<file path="src/rtl/flash_pkg.sv">
// flash_pkg: shared widths and the burst controller state encoding.
//   FLASH_AW    flash byte-address width (4-bit block field above a 20-bit offset)
//   FLASH_DW    flash data width
//   FLASH_BLK_W block field width at the top of the address
//   fb_state_t  controller states
package flash_pkg;

  localparam int unsigned FLASH_AW    = 24;
  localparam int unsigned FLASH_DW    = 8;
  localparam int unsigned FLASH_BLK_W = 4;

  typedef enum logic [1:0] {
    IDLE,
    READ,
    WRITE,
    DRAIN
  } fb_state_t;

endpackage

</file>
<file path="src/rtl/flash_rd_fifo.sv">
// flash_rd_fifo: small synchronous FIFO holding flash read returns until the host takes them.
// Ports:
//   clk, rst      clock, asynchronous active-high reset (empties the FIFO)
//   push, din     write one entry (ignored when full unless a pop happens in the same cycle)
//   pop, dout     remove the head entry (ignored when empty); dout is the current head
//   count         number of stored entries, 0..DEPTH
//   empty, full   status flags
module flash_rd_fifo #(
  parameter int unsigned WIDTH = 8,
  parameter int unsigned DEPTH = 4,
  localparam int unsigned AW = $clog2(DEPTH),
  localparam int unsigned CW = AW + 1
) (
  input  logic             clk,
  input  logic             rst,
  input  logic             push,
  input  logic [WIDTH-1:0] din,
  input  logic             pop,
  output logic [WIDTH-1:0] dout,
  output logic [CW-1:0]    count,
  output logic             empty,
  output logic             full
);

  logic [WIDTH-1:0] mem [DEPTH];
  logic [AW-1:0]    wptr, rptr;
  logic             do_push, do_pop;

  assign empty   = (count == '0);
  assign full    = (count == CW'(DEPTH));
  assign do_pop  = pop & ~empty;
  // A pop frees the head slot this cycle, so a push into a full FIFO is still safe.
  assign do_push = push & (~full | do_pop);
  assign dout    = mem[rptr];

  always_ff @(posedge clk) begin
    if (do_push) mem[wptr] <= din;
  end

  // DEPTH is a power of two, so the pointers wrap naturally.
  always_ff @(posedge clk or posedge rst) begin
    if (rst) begin
      wptr  <= '0;
      rptr  <= '0;
      count <= '0;
    end else begin
      if (do_push) wptr <= wptr + AW'(1);
      if (do_pop)  rptr <= rptr + AW'(1);
      unique case ({do_push, do_pop})
        2'b10:   count <= count + CW'(1);
        2'b01:   count <= count - CW'(1);
        default: count <= count;
      endcase
    end
  end

endmodule

</file>
<file path="src/rtl/flash_burst_ctrl.sv">
// flash_burst_ctrl: turns one host burst command into single-byte flash reads or writes.
// Optional build macro: FLASH_BURST_STATS_EN adds stat_rd_bytes / stat_wr_bytes.
// Ports:
//   clk, rst                       clock, asynchronous active-high reset
//   cmd_valid/cmd_ready            command handshake (ready only in IDLE)
//   cmd_write, cmd_addr, cmd_len   direction, start address, byte count minus one
//   wr_valid/wr_ready/wr_data      write-data stream into the flash
//   rd_valid/rd_ready/rd_data      read-data stream out of the read FIFO
//   done                           one-cycle pulse at burst completion
//   f_we, f_re, f_addr, f_in       registered flash strobes, address and write data
//   f_out                          flash read data, valid the cycle after f_re
//   stat_rd_bytes, stat_wr_bytes   saturating byte counters (FLASH_BURST_STATS_EN only)
module flash_burst_ctrl
  import flash_pkg::*;
#(
  parameter int unsigned LEN_W      = 16,
  parameter int unsigned FIFO_DEPTH = 4
) (
  input  logic                clk,
  input  logic                rst,
  input  logic                cmd_valid,
  output logic                cmd_ready,
  input  logic                cmd_write,
  input  logic [FLASH_AW-1:0] cmd_addr,
  input  logic [LEN_W-1:0]    cmd_len,
  input  logic                wr_valid,
  output logic                wr_ready,
  input  logic [FLASH_DW-1:0] wr_data,
  output logic                rd_valid,
  input  logic                rd_ready,
  output logic [FLASH_DW-1:0] rd_data,
  output logic                done,
  output logic                f_we,
  output logic                f_re,
  output logic [FLASH_AW-1:0] f_addr,
  output logic [FLASH_DW-1:0] f_in,
  input  logic [FLASH_DW-1:0] f_out
`ifdef FLASH_BURST_STATS_EN
  ,
  output logic [31:0]         stat_rd_bytes,
  output logic [31:0]         stat_wr_bytes
`endif
);

  localparam int unsigned CW = $clog2(FIFO_DEPTH) + 1;

  fb_state_t           state_q, state_d;
  logic [FLASH_AW-1:0] addr_q, addr_d;
  logic [LEN_W-1:0]    cnt_q, cnt_d;
  logic                pend_q;  // f_out carries a read return this cycle
  logic                f_we_d, f_re_d, done_d;
  logic [FLASH_AW-1:0] f_addr_d;
  logic [FLASH_DW-1:0] f_in_d;

  logic [CW-1:0]       fifo_count;
  logic                fifo_empty, fifo_full, rd_pop, credit;
  logic [CW:0]         credit_sum;

  assign cmd_ready = (state_q == IDLE);
  assign wr_ready  = (state_q == WRITE);
  assign rd_valid  = ~fifo_empty;
  assign rd_pop    = rd_valid & rd_ready;

  // Reserve a FIFO slot for every read still travelling through the flash, so a return
  // never arrives without room even if the host stops popping.
  assign credit_sum = {1'b0, fifo_count} + {{CW{1'b0}}, f_re} + {{CW{1'b0}}, pend_q};
  assign credit     = ~fifo_full && (credit_sum < (CW + 1)'(FIFO_DEPTH));

  flash_rd_fifo #(
    .WIDTH(FLASH_DW),
    .DEPTH(FIFO_DEPTH)
  ) u_rd_fifo (
    .clk  (clk),
    .rst  (rst),
    .push (pend_q),
    .din  (f_out),
    .pop  (rd_pop),
    .dout (rd_data),
    .count(fifo_count),
    .empty(fifo_empty),
    .full (fifo_full)
  );

  always_comb begin
    state_d  = state_q;
    addr_d   = addr_q;
    cnt_d    = cnt_q;
    f_we_d   = 1'b0;
    f_re_d   = 1'b0;
    f_addr_d = f_addr;
    f_in_d   = f_in;
    done_d   = 1'b0;
    unique case (state_q)
      IDLE: begin
        if (cmd_valid) begin
          addr_d = cmd_addr;
          cnt_d  = cmd_len;
          if (cmd_write) begin
            state_d = WRITE;
          end else begin
            // First read issues straight from the accept cycle; cnt then holds the
            // number of reads still to issue.
            f_re_d   = 1'b1;
            f_addr_d = cmd_addr;
            addr_d   = cmd_addr + FLASH_AW'(1);
            state_d  = (cmd_len == '0) ? DRAIN : READ;
          end
        end
      end
      WRITE: begin
        if (wr_valid) begin
          f_we_d   = 1'b1;
          f_addr_d = addr_q;
          f_in_d   = wr_data;
          addr_d   = addr_q + FLASH_AW'(1);
          cnt_d    = cnt_q - LEN_W'(1);
          if (cnt_q == '0) begin
            state_d = IDLE;
            done_d  = 1'b1;
          end
        end
      end
      READ: begin
        if (credit) begin
          f_re_d   = 1'b1;
          f_addr_d = addr_q;
          addr_d   = addr_q + FLASH_AW'(1);
          cnt_d    = cnt_q - LEN_W'(1);
          if (cnt_q == LEN_W'(1)) state_d = DRAIN;
        end
      end
      DRAIN: begin
        if (!f_re && !pend_q && rd_pop && fifo_count == CW'(1)) begin
          state_d = IDLE;
          done_d  = 1'b1;
        end
      end
      default: state_d = IDLE;
    endcase
  end

  always_ff @(posedge clk or posedge rst) begin
    if (rst) begin
      state_q <= IDLE;
      addr_q  <= '0;
      cnt_q   <= '0;
      pend_q  <= 1'b0;
      f_we    <= 1'b0;
      f_re    <= 1'b0;
      f_addr  <= '0;
      f_in    <= '0;
      done    <= 1'b0;
    end else begin
      state_q <= state_d;
      addr_q  <= addr_d;
      cnt_q   <= cnt_d;
      pend_q  <= f_re;
      f_we    <= f_we_d;
      f_re    <= f_re_d;
      f_addr  <= f_addr_d;
      f_in    <= f_in_d;
      done    <= done_d;
    end
  end

`ifdef FLASH_BURST_STATS_EN
  always_ff @(posedge clk or posedge rst) begin
    if (rst) begin
      stat_rd_bytes <= '0;
      stat_wr_bytes <= '0;
    end else begin
      if (rd_pop && stat_rd_bytes != '1) stat_rd_bytes <= stat_rd_bytes + 32'd1;
      if (f_we && stat_wr_bytes != '1)   stat_wr_bytes <= stat_wr_bytes + 32'd1;
    end
  end
`endif

endmodule
</file>
<file path="config.mk">
export PLATFORM = sky130hd
export DESIGN_NAME = flash_burst_ctrl
export DESIGN_NICKNAME = d
export VERILOG_FILES = /design/src/rtl/flash_pkg.sv /design/src/rtl/flash_rd_fifo.sv /design/src/rtl/flash_burst_ctrl.sv
export SDC_FILE = /design/constraint.sdc
export NUM_CORES = 1
export LEC_CHECK = 0
export BUFFER_PORTS_ARGS = -buffer_cell sky130_fd_sc_hd__buf_2
export CORE_MARGIN = 2
export CORE_UTILIZATION = 57
export DETAILED_ROUTE_END_ITERATION = 10
export PLACE_DENSITY = 0.8
export RECOVER_POWER = 50
export SLEW_MARGIN = 30
export SYNTH_ARGS = -nofsm -noshare
export SYNTH_HDL_FRONTEND = slang
export SYNTH_HIERARCHICAL = 1
export SYNTH_SLANG_ARGS = --single-unit
export TNS_END_PERCENT = 100
</file>
<file path="constraint.sdc">
create_clock -name clk -period 3 [get_ports clk]
set_input_delay 0.15 -clock clk [delete_from_list [all_inputs] [get_ports clk]]
set_output_delay 0.15 -clock clk [all_outputs]
set_load 0.01 [all_outputs]
</file>
==> results.md <==
* H-tree levels at 4
* Nets at 852
* Critical path arrival at approximately 2.9 ns
* Final HPWL DP at 11.85 mm
* Port Buf Inserts at 107
* DR iter-0 viols at between 500 and 600
* Initial Util at 0.5830
* Asr flop ratio synth at 0.7265
* Number of synthesized flops with an enable pin at 32
* R2R cell count at 7
* Clock Sinks at 117
* Pre-CTS setup slack at 0.4541 ns
* Pleak at roughly 3.3 nW
* Post-Place Cells at between 800 and 900
* Hold/Removal Path Class: in -> reg
* Hold Path Depth at 3
* Global route overflow at 0
* Clk root buf: clkbuf_16
* Routed length per instance at 18.58 um
* Worst path max stage delay at roughly 0.57 ns
* Largest net degree at the start of global routing at 50
* Longest Clk Path Bufs at 2
* Tmin final at 2.645 ns
* Reg2Reg Setup Slack at 0.36 ns
* Final std cells w/o fill at roughly 930
* Relative slew slack at 0.05397
* Ant. Diodes at 0
* Achievable Freq at approximately 0.38 GHz
* First-pass GRT wire length at approximately 28 mm
* RSZ-0062 raised after global routing: false
* Die X-Extent at around 110 um
* VDD IR max at roughly 0.65 mV
* Crit path buf inv count at 1
* Die Area at between 0.01 and 0.015 mm^2
* Synth Net Count at approximately 740
* Max-slew violations at 0
* Critical-path top delay cell: dfrtp_1
* Vias at 5851
* Sequential share of the synthesized area at 0.4658
* Setup TNS at 0 ns
* Worst r2r src: pend_q
* Tcrit/Tclk final at 0.8816
* Worst-Margin Slew at 1.417 ns
* ANT nets after route at 0
* Top FF cell, synth: dfrtp_1
* Syn Area/Cell at 9.953 um^2
* Worst-Skew Late Latency at 0.42 ns
* Setup violators final at 0
* Max Cap Viol at 0
* Kind of cell adding the most delay to the critical path: compound AO/OA/AOI/OAI gates
* CP max FO at 35
* Row count at 39
* Worst min-delay path startpoint: cmd_len[2]
* WP data required at 3.29 ns
* Gp weighted congestion at about 0.87
* Total track usage at 0.2852
* RR Endpoint: addr_q[0]
* CTS buffer count at 17
* WL final at roughly 17 mm
* DIE HEIGHT at 111.8 um
* CTS tree: done
* Critical path type: reg -> reg
* Synthesized instance count at 666
* Cell Pwr Density at 1191 mW/mm^2
* Worst setup EP type: register
* Outcome: completed
* Cts repair resizes at 0
* Fin Clk Skew at 0.008557 ns
* Clk pin slew, worst setup/hold paths at 0.06 ns
* CP Launch Type: register
* Mapped Area at 0.006629 mm^2
* Yosys reg bits at around 120
* CORE AREA at 0.01137 mm^2
* Yosys warns at 6
* Area Growth Syn to Fin at 20.48%
* Vias in the first global route at 5857
* Share of layout cells above drive strength 1 at 0.1840
* Drt pass-1 iters at 6
* Boundary pin count at 108
* Fin. Hold Viols at 0
* Initial antenna violation count at 0
* End of the worst hold path: cnt_q[2]
* CP Cell Sequence: ha_1 -> a21o_1 -> a211oi_1 -> o21ai_2 -> buf_4 -> or3_1 -> o311ai_0
* Final core utilization at 0.7024
* DR vias/cell at 6.285
* Cell variety after synth at a little under 80
* DRC at 0
* PnR worst setup slack at 0.3551 ns
[sequential cells by signal, summed over array words and instances, names as in the netlist, 2 cells and up]
| signal | count |
|---|---|
| cnt_q | 16 |
| addr_q | 24 |
| f_addr | 24 |
| u_rd_fifo/mem | 32 |
| f_in | 8 |
| u_rd_fifo/rptr | 2 |
| state_q | 2 |
| u_rd_fifo/count | 3 |
| u_rd_fifo/wptr | 2 |
[worst max path at each step]
stage	depth (start not counted)	to	slack (ns)	start
finish	7	addr_q[0]	0.36	pend_q
global route	6	addr_q[20]	0.21	pend_q
CTS	7	addr_q[0]	0.39	pend_q
detailed placement	7	cnt_q[6]	0.45	pend_q
global placement	7	cnt_q[6]	0.53	pend_q
floorplan	8	addr_q[17]	0.81	u_rd_fifo/count[0]
[cell usage after synthesis (all sizes together) (3+ instances only)]
cell type,number,area (um^2)
clkbuf,27,101.4
o21a,4,37.53
or4,4,31.28
nand2,64,240.2
o22a,7,61.31
xor2,10,87.58
a211oi,3,22.52
or2,4,25.02
nor4,17,118.9
buf,16,85.08
xnor2,11,96.34
a21oi,52,260.3
o31ai,6,45.04
a21o,3,22.52
mux2,11,127.6
ha,14,175.2
o21ai,56,284.0
nor2b,4,25.02
nor3,16,90.09
nand4,17,127.6
dfrtp,85,2127
a21boi,4,30.03
o211ai,3,22.52
nand3,24,120.1
mux4,8,180.2
and3,7,43.79
o41ai,4,35.03
and4,4,36.29
a31oi,4,25.02
mux2i,24,240.2
edfxtp,32,960.9
inv,27,101.4
nand2b,7,43.79
a41oi,3,26.28
o22ai,12,75.07
and2,6,42.54
or3,9,56.30
nor2,26,97.59
[routing by layer]
layer | vias up | wire length [um] | global-route usage
met2 | 243 | 8908 | 0.4836
li1 | 2706 | - | -
met3 | 50 | 1034 | 0.06424
met5 | - | 0 | 0
met4 | 0 | 604 | 0.1399
met1 | 2852 | 6753 | 0.3447
[logic make-up after synthesis]
kind of cell	count (synthesis)	share of synthesized area
adder cells (fa/ha/maj)	15	0.02945
XOR/XNOR	21	0.02775
AO/OA/AOI/OAI	185	0.1753
flip-flops	117	0.4658
multiplexers	43	0.08267
buffers and inverters	70	0.04341
AND/OR/NAND/NOR	215	0.1755
[cells in the final DEF (no fill, tap or decap), drive strengths merged, types with 6 or more instances in the layout]
master	n
and2	6
o22ai	12
o31ai	6
o21ai	56
buf	71
xor2	10
clkbuf	61
nand2b	7
nor2	26
dlygate4sd3	18
nor4	17
inv	35
mux2i	24
nand4	17
nor3	16
xnor2	11
or3	9
mux2	11
and3	7
dfrtp	85
nand2	64
o22a	7
ha	14
edfxtp	32
mux4	8
a21oi	52
nand3	24
[tightest hold or removal path, stage by stage]
cell     delay, ns
buf_2         0.09
o22ai_1       0.06
a21oi_1       0.10
[report_power, final]
group	internal, mW	switching (mW)	total (mW)
clock network	1.33	0.806	2.13
logic	1.78	2.58	4.36
registers	2.32	0.703	3.02
[what timing repair did]
item	4_1_cts	5_1_grt
hold endpoints to repair	80	0
hold buffers	18	0
buffers inserted	0	0
[layout make-up]
type	instances	area, um^2
inverters	27	101.3
well taps	143	178.9
repair buffers	133	733.2
clock buffers	17	425.4
fillers	833	3383
multi-input cells	479	3269
flip-flops and latches	117	3088
clock inverters	15	190.2
[through the flow]
| step | total power, mW | cell area, um^2 | hold WS [ns] |
|---|---|---|---|
| global placement | 7.082 | 7246 | 0.1161 |
| detailed placement | 7.355 | 7246 | 0.1249 |
| finish | 9.512 | 7986 | 0.01643 |
| global route | 10.17 | 7986 | 0.03719 |
| floorplan | 6.081 | 6629 | -0.04660 |
| CTS | 9.540 | 8041 | 0.01354 |
No activity file was read; power rests on OpenSTA's default activity.
